--- src/rtl/gpio_bank_if.sv ---
// gpio_bank_if
//   CPU IO bus slice seen by one GPIO bank (the part of the bus behind the
//   0x03000000 top-level address decode).
//
//   IOAdr   [4:0]   byte address inside the bank ([4:2] = register select)
//   WriteIO [31:0]  write data
//   IOWrite         write strobe, sampled on the rising clock edge
//   ReadIO  [31:0]  read data, combinational from IOAdr
//
//   master : CPU / bus side (drives address, data, strobe)
//   slave  : GPIO bank side (returns read data)
interface gpio_bank_if;
   logic [4:0]  IOAdr;
   logic [31:0] WriteIO;
   logic        IOWrite;
   logic [31:0] ReadIO;

   modport master (
      output IOAdr,
      output WriteIO,
      output IOWrite,
      input  ReadIO
   );

   modport slave (
      input  IOAdr,
      input  WriteIO,
      input  IOWrite,
      output ReadIO
   );
endinterface

--- src/rtl/gpio_bank.sv ---
// gpio_bank
//   Parametrised memory-mapped GPIO peripheral. Provides per-pin output data
//   and direction registers, atomic SET/CLR writes, synchronised input
//   sampling and edge-triggered interrupts with write-1-to-clear status.
//   Pad tristating is done outside: this block only drives separate out and
//   output-enable vectors.
//
//   Register map (byte offset):
//     0x00 DATA_OUT   RW
//     0x04 DIR        RW   (1 = drive pin)
//     0x08 DATA_IN    RO   (synchronised pin values, all pins)
//     0x0C SET        WO   DATA_OUT |= data, reads 0
//     0x10 CLR        WO   DATA_OUT &= ~data, reads 0
//     0x14 IRQ_EN     RW
//     0x18 IRQ_STATUS R/W1C
//     0x1C IRQ_POL    RW   (0 = rising edge, 1 = falling edge)
//   Bits [31:WIDTH] of every register read 0 and ignore writes.
//
//   Parameters:
//     WIDTH           number of pins (1..32)
//     SYNC_STAGES     synchroniser flops per pin (2..4)
//     DEBOUNCE_CYCLES stable-sample count before an input is accepted
//                     (2..65535), only used when GPIO_DEBOUNCE_EN is defined
//
//   Optional feature macro:
//     GPIO_DEBOUNCE_EN  adds a per-pin debounce filter after the synchroniser;
//                       DATA_IN and edge detection then use the filtered value.
//
//   Ports:
//     clk       system clock, rising edge
//     reset     asynchronous active-low reset
//     bus       IO bus slave (IOAdr / WriteIO / IOWrite / ReadIO)
//     gpio_in   asynchronous pad inputs
//     gpio_out  registered output values (DATA_OUT)
//     gpio_oe   registered output enables (DIR)
//     irq       interrupt request, |(IRQ_STATUS & IRQ_EN)
module gpio_bank #(
   parameter int WIDTH           = 28,
   parameter int SYNC_STAGES     = 2,
   parameter int DEBOUNCE_CYCLES = 16
) (
   input  logic              clk,
   input  logic              reset,
   gpio_bank_if.slave        bus,
   input  logic [WIDTH-1:0]  gpio_in,
   output logic [WIDTH-1:0]  gpio_out,
   output logic [WIDTH-1:0]  gpio_oe,
   output logic              irq
);

   // ------------------------------------------------------------------
   // Elaboration-time parameter range checks
   // ------------------------------------------------------------------
   if (WIDTH < 1 || WIDTH > 32) begin : g_bad_width
      $error("gpio_bank: WIDTH must be in 1..32");
   end
   if (SYNC_STAGES < 2 || SYNC_STAGES > 4) begin : g_bad_sync
      $error("gpio_bank: SYNC_STAGES must be in 2..4");
   end
   if (DEBOUNCE_CYCLES < 2 || DEBOUNCE_CYCLES > 65535) begin : g_bad_debounce
      $error("gpio_bank: DEBOUNCE_CYCLES must be in 2..65535");
   end

   // ------------------------------------------------------------------
   // Register select
   // ------------------------------------------------------------------
   typedef enum logic [2:0] {
      REG_DATA_OUT   = 3'd0,
      REG_DIR        = 3'd1,
      REG_DATA_IN    = 3'd2,
      REG_SET        = 3'd3,
      REG_CLR        = 3'd4,
      REG_IRQ_EN     = 3'd5,
      REG_IRQ_STATUS = 3'd6,
      REG_IRQ_POL    = 3'd7
   } reg_sel_t;

   reg_sel_t         reg_sel;
   logic [WIDTH-1:0] wdata;

   assign reg_sel = reg_sel_t'(bus.IOAdr[4:2]);
   assign wdata   = bus.WriteIO[WIDTH-1:0];

   // Byte-lane bits of the address and the write-data bits above WIDTH
   // carry no meaning for this block.
   logic unused_bits;
   assign unused_bits = &{1'b0, bus.IOAdr[1:0], bus.WriteIO};

   // ------------------------------------------------------------------
   // State
   // ------------------------------------------------------------------
   logic [WIDTH-1:0] data_out_reg,   data_out_next;
   logic [WIDTH-1:0] dir_reg;
   logic [WIDTH-1:0] irq_en_reg;
   logic [WIDTH-1:0] irq_status_reg, irq_status_next;
   logic [WIDTH-1:0] irq_pol_reg;
   logic [WIDTH-1:0] prev_in_reg;

   logic [WIDTH-1:0] sync_in;   // synchroniser output
   logic [WIDTH-1:0] filt_in;   // value seen by DATA_IN and edge detect
   logic [WIDTH-1:0] edge_ev;   // per-pin event of the selected polarity

   // ------------------------------------------------------------------
   // Write decode
   // ------------------------------------------------------------------
   logic wr_data_out, wr_dir, wr_set, wr_clr, wr_irq_en, wr_w1c, wr_irq_pol;

   always_comb begin
      wr_data_out = 1'b0;
      wr_dir      = 1'b0;
      wr_set      = 1'b0;
      wr_clr      = 1'b0;
      wr_irq_en   = 1'b0;
      wr_w1c      = 1'b0;
      wr_irq_pol  = 1'b0;
      if (bus.IOWrite) begin
         case (reg_sel)
            REG_DATA_OUT:   wr_data_out = 1'b1;
            REG_DIR:        wr_dir      = 1'b1;
            REG_SET:        wr_set      = 1'b1;
            REG_CLR:        wr_clr      = 1'b1;
            REG_IRQ_EN:     wr_irq_en   = 1'b1;
            REG_IRQ_STATUS: wr_w1c      = 1'b1;
            REG_IRQ_POL:    wr_irq_pol  = 1'b1;
            default:        ;   // DATA_IN is read-only
         endcase
      end
   end

   always_comb begin
      data_out_next = data_out_reg;
      if (wr_data_out) data_out_next = wdata;
      if (wr_set)      data_out_next = data_out_reg | wdata;
      if (wr_clr)      data_out_next = data_out_reg & ~wdata;
   end

   // ------------------------------------------------------------------
   // Input synchroniser: one shift chain per pin, stage 0 faces the pad.
   // ------------------------------------------------------------------
   for (genvar gi = 0; gi < WIDTH; gi++) begin : g_sync
      logic [SYNC_STAGES-1:0] chain_reg;

      always_ff @(posedge clk or negedge reset) begin
         if (!reset) begin
            chain_reg <= '0;
         end else begin
            chain_reg <= {chain_reg[SYNC_STAGES-2:0], gpio_in[gi]};
         end
      end

      assign sync_in[gi] = chain_reg[SYNC_STAGES-1];
   end

   // ------------------------------------------------------------------
   // Optional debounce filter
   // ------------------------------------------------------------------
`ifdef GPIO_DEBOUNCE_EN
   localparam logic [15:0] DEB_LAST = 16'(DEBOUNCE_CYCLES - 1);

   // The counter runs only while sync_in disagrees with the accepted value.
   // Any return to the accepted value restarts it, so a new level is taken
   // only after DEBOUNCE_CYCLES consecutive disagreeing samples.
   for (genvar gi = 0; gi < WIDTH; gi++) begin : g_deb
      logic [15:0] cnt_reg;
      logic        deb_reg;

      always_ff @(posedge clk or negedge reset) begin
         if (!reset) begin
            cnt_reg <= '0;
            deb_reg <= 1'b0;
         end else if (sync_in[gi] == deb_reg) begin
            cnt_reg <= '0;
         end else if (cnt_reg == DEB_LAST) begin
            deb_reg <= sync_in[gi];
            cnt_reg <= '0;
         end else begin
            cnt_reg <= cnt_reg + 16'd1;
         end
      end

      assign filt_in[gi] = deb_reg;
   end
`else
   assign filt_in = sync_in;
`endif

   // ------------------------------------------------------------------
   // Edge detect and interrupt status
   // ------------------------------------------------------------------
   // Only transitions of filt_in produce events; a polarity change alone
   // cannot, because prev_in_reg and filt_in still agree.
   assign edge_ev = ( irq_pol_reg &  prev_in_reg & ~filt_in)
                  | (~irq_pol_reg & ~prev_in_reg &  filt_in);

   // New events are ORed in after the W1C mask, so a set wins over a clear
   // hitting the same bit. Events on disabled pins are dropped outright.
   always_comb begin
      irq_status_next = irq_status_reg;
      if (wr_w1c) irq_status_next = irq_status_reg & ~wdata;
      irq_status_next = irq_status_next | (edge_ev & irq_en_reg);
   end

   // ------------------------------------------------------------------
   // Register file
   // ------------------------------------------------------------------
   always_ff @(posedge clk or negedge reset) begin
      if (!reset) begin
         data_out_reg   <= '0;
         dir_reg        <= '0;
         irq_en_reg     <= '0;
         irq_status_reg <= '0;
         irq_pol_reg    <= '0;
         prev_in_reg    <= '0;
      end else begin
         data_out_reg   <= data_out_next;
         irq_status_reg <= irq_status_next;
         prev_in_reg    <= filt_in;
         if (wr_dir)     dir_reg     <= wdata;
         if (wr_irq_en)  irq_en_reg  <= wdata;
         if (wr_irq_pol) irq_pol_reg <= wdata;
      end
   end

   // ------------------------------------------------------------------
   // Outputs and read mux
   // ------------------------------------------------------------------
   function automatic logic [31:0] zext(input logic [WIDTH-1:0] v);
      logic [31:0] r;
      r = '0;
      r[WIDTH-1:0] = v;
      return r;
   endfunction

   assign gpio_out = data_out_reg;
   assign gpio_oe  = dir_reg;
   assign irq      = |(irq_status_reg & irq_en_reg);

   logic [WIDTH-1:0] read_data;

   always_comb begin
      read_data = '0;
      case (reg_sel)
         REG_DATA_OUT:   read_data = data_out_reg;
         REG_DIR:        read_data = dir_reg;
         REG_DATA_IN:    read_data = filt_in;
         REG_IRQ_EN:     read_data = irq_en_reg;
         REG_IRQ_STATUS: read_data = irq_status_reg;
         REG_IRQ_POL:    read_data = irq_pol_reg;
         default:        read_data = '0;   // SET / CLR are write-only
      endcase
   end

   assign bus.ReadIO = zext(read_data);

endmodule

--- src/flat_wrapper.sv ---
// flat-port wrapper written by rule: the top's interface ports become plain ports
module gpio_bank_flat 
#(
   parameter int WIDTH           = 28,
   parameter int SYNC_STAGES     = 2,
   parameter int DEBOUNCE_CYCLES = 16
)
  (clk, reset, gpio_in, gpio_out, gpio_oe, irq, bus_IOAdr, bus_WriteIO, bus_IOWrite, bus_ReadIO);
  gpio_bank_if bus_i ();
  input  logic clk;
  input  logic reset;
  input  logic [WIDTH-1:0] gpio_in;
  output logic [WIDTH-1:0] gpio_out;
  output logic [WIDTH-1:0] gpio_oe;
  output logic irq;
  input wire logic [$bits(bus_i.IOAdr)-1:0] bus_IOAdr;
  input wire logic [$bits(bus_i.WriteIO)-1:0] bus_WriteIO;
  input wire logic [$bits(bus_i.IOWrite)-1:0] bus_IOWrite;
  output wire logic [$bits(bus_i.ReadIO)-1:0] bus_ReadIO;
  assign bus_i.IOAdr = bus_IOAdr;
  assign bus_i.WriteIO = bus_WriteIO;
  assign bus_i.IOWrite = bus_IOWrite;
  assign bus_ReadIO = bus_i.ReadIO;
  gpio_bank #(.WIDTH(WIDTH), .SYNC_STAGES(SYNC_STAGES), .DEBOUNCE_CYCLES(DEBOUNCE_CYCLES)) u_core (.clk(clk), .reset(reset), .bus(bus_i), .gpio_in(gpio_in), .gpio_out(gpio_out), .gpio_oe(gpio_oe), .irq(irq));
endmodule
--- config.mk ---
export PLATFORM = sky130hd
export DESIGN_NAME = gpio_bank_flat
export DESIGN_NICKNAME = d
export VERILOG_FILES = /design/src/rtl/gpio_bank_if.sv /design/src/rtl/gpio_bank.sv /design/src/flat_wrapper.sv
export SDC_FILE = /design/constraint.sdc
export NUM_CORES = 1
export LEC_CHECK = 0
export ABC_AREA = 0
export ABC_CLOCK_PERIOD_IN_PS = 2000
export CORE_UTILIZATION = 40
export CTS_CLUSTER_SIZE = 24
export DETAILED_ROUTE_END_ITERATION = 7
export SYNTH_ARGS = -nofsm -noshare
export SYNTH_HDL_FRONTEND = slang
export SYNTH_SLANG_ARGS = --single-unit
--- constraint.sdc ---
create_clock -name clk -period 2 [get_ports clk]
set_input_delay 0.4 -clock clk [delete_from_list [all_inputs] [get_ports clk]]
set_output_delay 0.4 -clock clk [all_outputs]
set_load 0.02 [all_outputs]
# Word-level counts from Yosys, hierarchy flattened
# Cells that the tools add are included.
[op_classes]
n_addsub = 0
multipliers = 0
n_div = 0
order_cmp = 0
eq_ne = 7
shifts = 0
muxes = 19
n_bitwise = 15
n_reduce_logical = 3
[ops]
columns = ["op", "count"]
rows = [
  ["$and A28 B28 Y28", 8],
  ["$pmux W28 S6", 1],
  ["$mux W28", 4],
  ["$not A28 Y28", 4],
  ["$or A28 B28 Y28", 3],
  ["$reduce_or A28 Y1", 1],
  ["$mux W1", 14],
  ["$eq A3 B3 Y1 const B", 4],
  ["$eq A3 B2 Y1 const B", 2],
  ["$eq A3 B1 Y1 const B", 1],
  ["$logic_not A3 Y1", 1],
  ["$reduce_bool A3 Y1", 1],
]
[word_totals]
reg_bits = 224
latchBits = 0
mem_bits_rw = 0
romBits = 0
in_bits = 68
output_inout_bits = 89
wordCells = 78
n_memories = 0

# Longest topological paths before layout
[depth]
ltp_word = 6
mapped_depth = 6
depth_no_buf = 3

# Worst setup path before layout
# Ideal clock, no wire load.
[synth_timing]
kind = "input to output"
start = "in bus_IOAdr[2]"
end = "out bus_ReadIO[8]"
t_arrival_ns = 1.493
required_time_ns = 1.600
setup_slack_ns = 0.107
stages = 6
n_path_buf = 3
cell_sequence = "buf_2 > and3b_1 > buf_2 > buf_1 > a22oi_1 > nand3_1"
[synth_via]
elab_chain_len = 2
elab_cells_between_ends = 7
classes_between = "eq/ne: 5; mux: 1; reduce/logical: 1"
[synth_rtl]
columns = ["element", "line", "rtl"]
rows = [
  ["start, declared", "flat_wrapper.sv:16", "input wire logic [$bits(bus_i.IOAdr)-1:0] bus_IOAdr;"],
  ["$eq A3 B3 Y1 (tied with other cells)", "gpio_bank.sv:242", "case (reg_sel)"],
  ["$pmux W28 S6 (*)", "gpio_bank.sv:242", ""],
  ["end, declared", "flat_wrapper.sv:19", "output wire logic [$bits(bus_i.ReadIO)-1:0] bus_ReadIO;"],
]
# Mark *: on every way between the ends. The rest lies on a longest branch, timed or not.

# Worst setup path in the final report
[layout_timing]
start = "reg u_core.irq_en_reg[11]"
end = "out irq"
[layout_via]
elab_chain_len = 2
[layout_rtl]
columns = ["element", "line", "rtl"]
rows = [
  ["start, declared", "gpio_bank.sv:94", "logic [WIDTH-1:0] irq_en_reg;"],
  ["start signal, assigned", "gpio_bank.sv:219", "if (wr_irq_en) irq_en_reg <= wdata;"],
  ["$and A28 B28 Y28", "gpio_bank.sv:236", "assign irq = |(irq_status_reg & irq_en_reg);"],
  ["$reduce_or A28 Y1", "gpio_bank.sv:236", ""],
  ["end, declared", "flat_wrapper.sv:15", "output logic irq;"],
]
# Every way passes these cells.

==> metrics <==
Non-Filler Instances=between 1,000 and 1,500; Slew Limit Fails=0; die area=24,400 µm²; CTS tree=done; Worst-path clk slew=~0.06 ns; critical path's largest stage delay=0.59 ns; I/O Pins=approximately 160; Worst R2R Setup Slack=0.89 ns; PnR Total Power=approximately 14 mW; I/O Buffers=146; vias in the first global route=about 7,600; PD cells=approximately 1000 nW/µm²; total grt overflow=0; # setup viols final=1; Root Driver=clkbuf_16; flip-flop and latch area=roughly 5600 µm²; Yosys cell types=29; crit path DAT=2.09 ns; Worst EP required=between 1.5 and 2 ns; RSZ-0062 raised after global routing=true; synth top area cells=dfrtp_1 (59%), mux2_2 (9.3%), a22oi_1 (7.7%), a221o_1 (2.9%), a22o_1 (2.6%); CP endpoint kind=output pin; pin count of the biggest net entering global routing=between 50 and 60; Max-Cap Viols=0; outcome=finished with violations; Worst setup SP type=register; area leader, netlist=dfrtp_1; asr flop ratio synth=100%; Hold/Removal Path Class=input pin to register; fill count=between 1,500 and 2,000; Initial Util=between 40 and 50%; launch point of the worst reg-to-reg path=u_core.gpio_out[21]; Layout Cell Area excl Fill=around 14,000 µm²; n_diodes=0; max reg flops=56; setup TNS=-0.490 ns; Die Ht=approximately 160 µm; CTS Buf Count=26; area delta synth->final=42.7%; first-pass GRT wire length=between 40,000 and 50,000 µm; WHS Endpoint=u_core.g_sync[13].chain_reg[0]; Clock Sinks=224; row count=56; Final period util=125%; vias per cell=about 5.6; Longest Clk Path Bufs=3; Worst VDD drop=0.641 mV; Post-synth EDFFs=0; Cell Area, Synth=between 9000 and 10,000 µm²; violated checks=setup timing; Post-Syn Area per Cell=around 13 µm²; Gate Count Post-Synth=about 750; fmax=roughly 400 MHz; via count=7,536; Hold Violations, Final=0; core area=roughly 23,000 µm²; H-tree depth=1; worst hold slack=0.307 ns; reg2reg end=u_core.gpio_out[21]; CP Class=register to output pin; WL/cell=about 21 µm; hold_sp=gpio_in[13]; crit-path max FO=2; Final Worst Setup Slack=-0.490 ns; CP max-delay cell=or4_4; Placement Setup Slack=-0.848 ns; worst hold stages=1; post-synthesis sequential area ratio=between 50% and 60%; HPWL Detailed=~18,000 µm; Final Core Density=just under 60%; number of synthesized register bits=224; clock latency on the worst-skew pair=about 0.53 ns; placed insts=around 1,300; worst-case reg-to-reg path depth=3; Total GRT Usage=between 20% and 30%; DRC Markers=0; CP cell instances=a22oi_2 > nand4_1 > or4_4 > buf_6; Synth Flop Type=dfrtp_1; DRT antenna net count=0; share of cells above drive strength 1=32.1%; Pleak=5.85 nW; fin nets=1,075; 1st-iter DRT viols=between 300 and 400; area used by multi-input combinational logic=3920 µm²; drt pass-1 iters=5; initial antenna violation count=0; GP Congestion=roughly 0.8; placed cell areas=about 12,000 µm²; Chip Width=~160 µm; top cell type's share of synthesized area=between 50% and 60%; Yosys warning count=0; final worst path period need=2.49 ns; Post-Route WL=28,200 µm; clock skew=around 0.013 ns
-- layout make-up --
class	count	area share (%)
clock buffers	39	5.51
clock inverters	7	0.736
multi-input cells	484	28.8
flip-flops and latches	224	41.2
well taps	319	2.94
repair buffers	271	20.8
-- worst max path at each step --
stage                          start            end  slack, ns  depth (start not counted)
2_1_floorplan           bus_IOAdr[2]  bus_ReadIO[8]       0.11                          6
3_3_place_gp            bus_IOAdr[3]  bus_ReadIO[4]      -0.86                          7
3_5_place_dp            bus_IOAdr[3]  bus_ReadIO[4]      -0.85                          7
4_1_cts        u_core.irq_en_reg[21]            irq      -0.50                          4
5_1_grt         u_core.irq_en_reg[8]            irq      -0.57                          5
6_report       u_core.irq_en_reg[11]            irq      -0.49                          4
-- kinds of logic (layout without fill, tap and decap cells) --
family	after synthesis	after routing	synth area share, %
AOI/OAI and AO/OA	238	238	19.5
DFF	224	224	58.8
and+or+nand+nor	158	158	8.77
buffers and inverters	47	317	2.92
other	1	4	0.0394
muxes	84	84	9.93
-- repair_timing --
action	4_1_cts	5_1_grt
hold buffers	1	0
pin swaps	17	17
endpoints found under the setup margin	44	38
gates cloned	7	0
resized for setup	229	47
hold endpoints to repair	51	0
setup buffers	13	0
-- worst max-delay path: cells and delay by family, from the launching register on --
kind            cells  cell delay, ns
compound gates      1            0.21
buf+inv             1            0.15
flops               1            0.40
simple gates        2            0.81
-- power by group --
part / total, mW / internal (mW) / switching [mW]
Clock: 4.66 / 2.84 / 1.82
Combinational: 3.48 / 1.93 / 1.55
Sequential: 5.84 / 5.25 / 0.592
-- cells in the mapped netlist, types with 27 or more instances --
master and count:
a221o_1 28, a21o_1 28, nand2_1 57, dfrtp_1 224, nand2b_1 29, nand3_1 28
nor2b_1 28, o22ai_1 28, a22oi_1 98, mux2_2 79, buf_2 27, a22o_1 28
o21a_1 28
-- per-layer routing --
metal / global-route usage [%] / up-vias / wire length, µm
li1: - / 3372 / -
met1: 32.3 / 3880 / 12800
met2: 38.0 / 236 / 13300
met3: 3.68 / 48 / 1450
met4: 7.61 / 0 / 724
met5: 0 / - / 0
-- placed cells by master (no fill, tap or decap), types with 2 or more instances in the layout --
master,n
nand3_1,15
a21o_1,28
buf_12,23
a22o_1,28
clkdlybuf4s50_1,86
bufinv_16,2
mux2_1,5
a22oi_1,65
nand4_1,3
nand2_2,2
dfrtp_1,224
nand2_1,57
clkbuf_16,26
clkinv_2,3
buf_6,31
nor2b_1,28
o22ai_1,28
a221o_1,28
buf_2,5
buf_16,3
nand2b_1,29
buf_8,2
buf_4,92
clkbuf_1,8
conb_1,4
dlygate4sd2_1,15
dlymetal6s2s_1,12
o21a_1,28
mux2_2,79
a22oi_2,33
and3b_1,2
clkbuf_8,5
nor3b_4,2
nand3_2,13
Note: power is estimated with default switching activity, not from simulation.
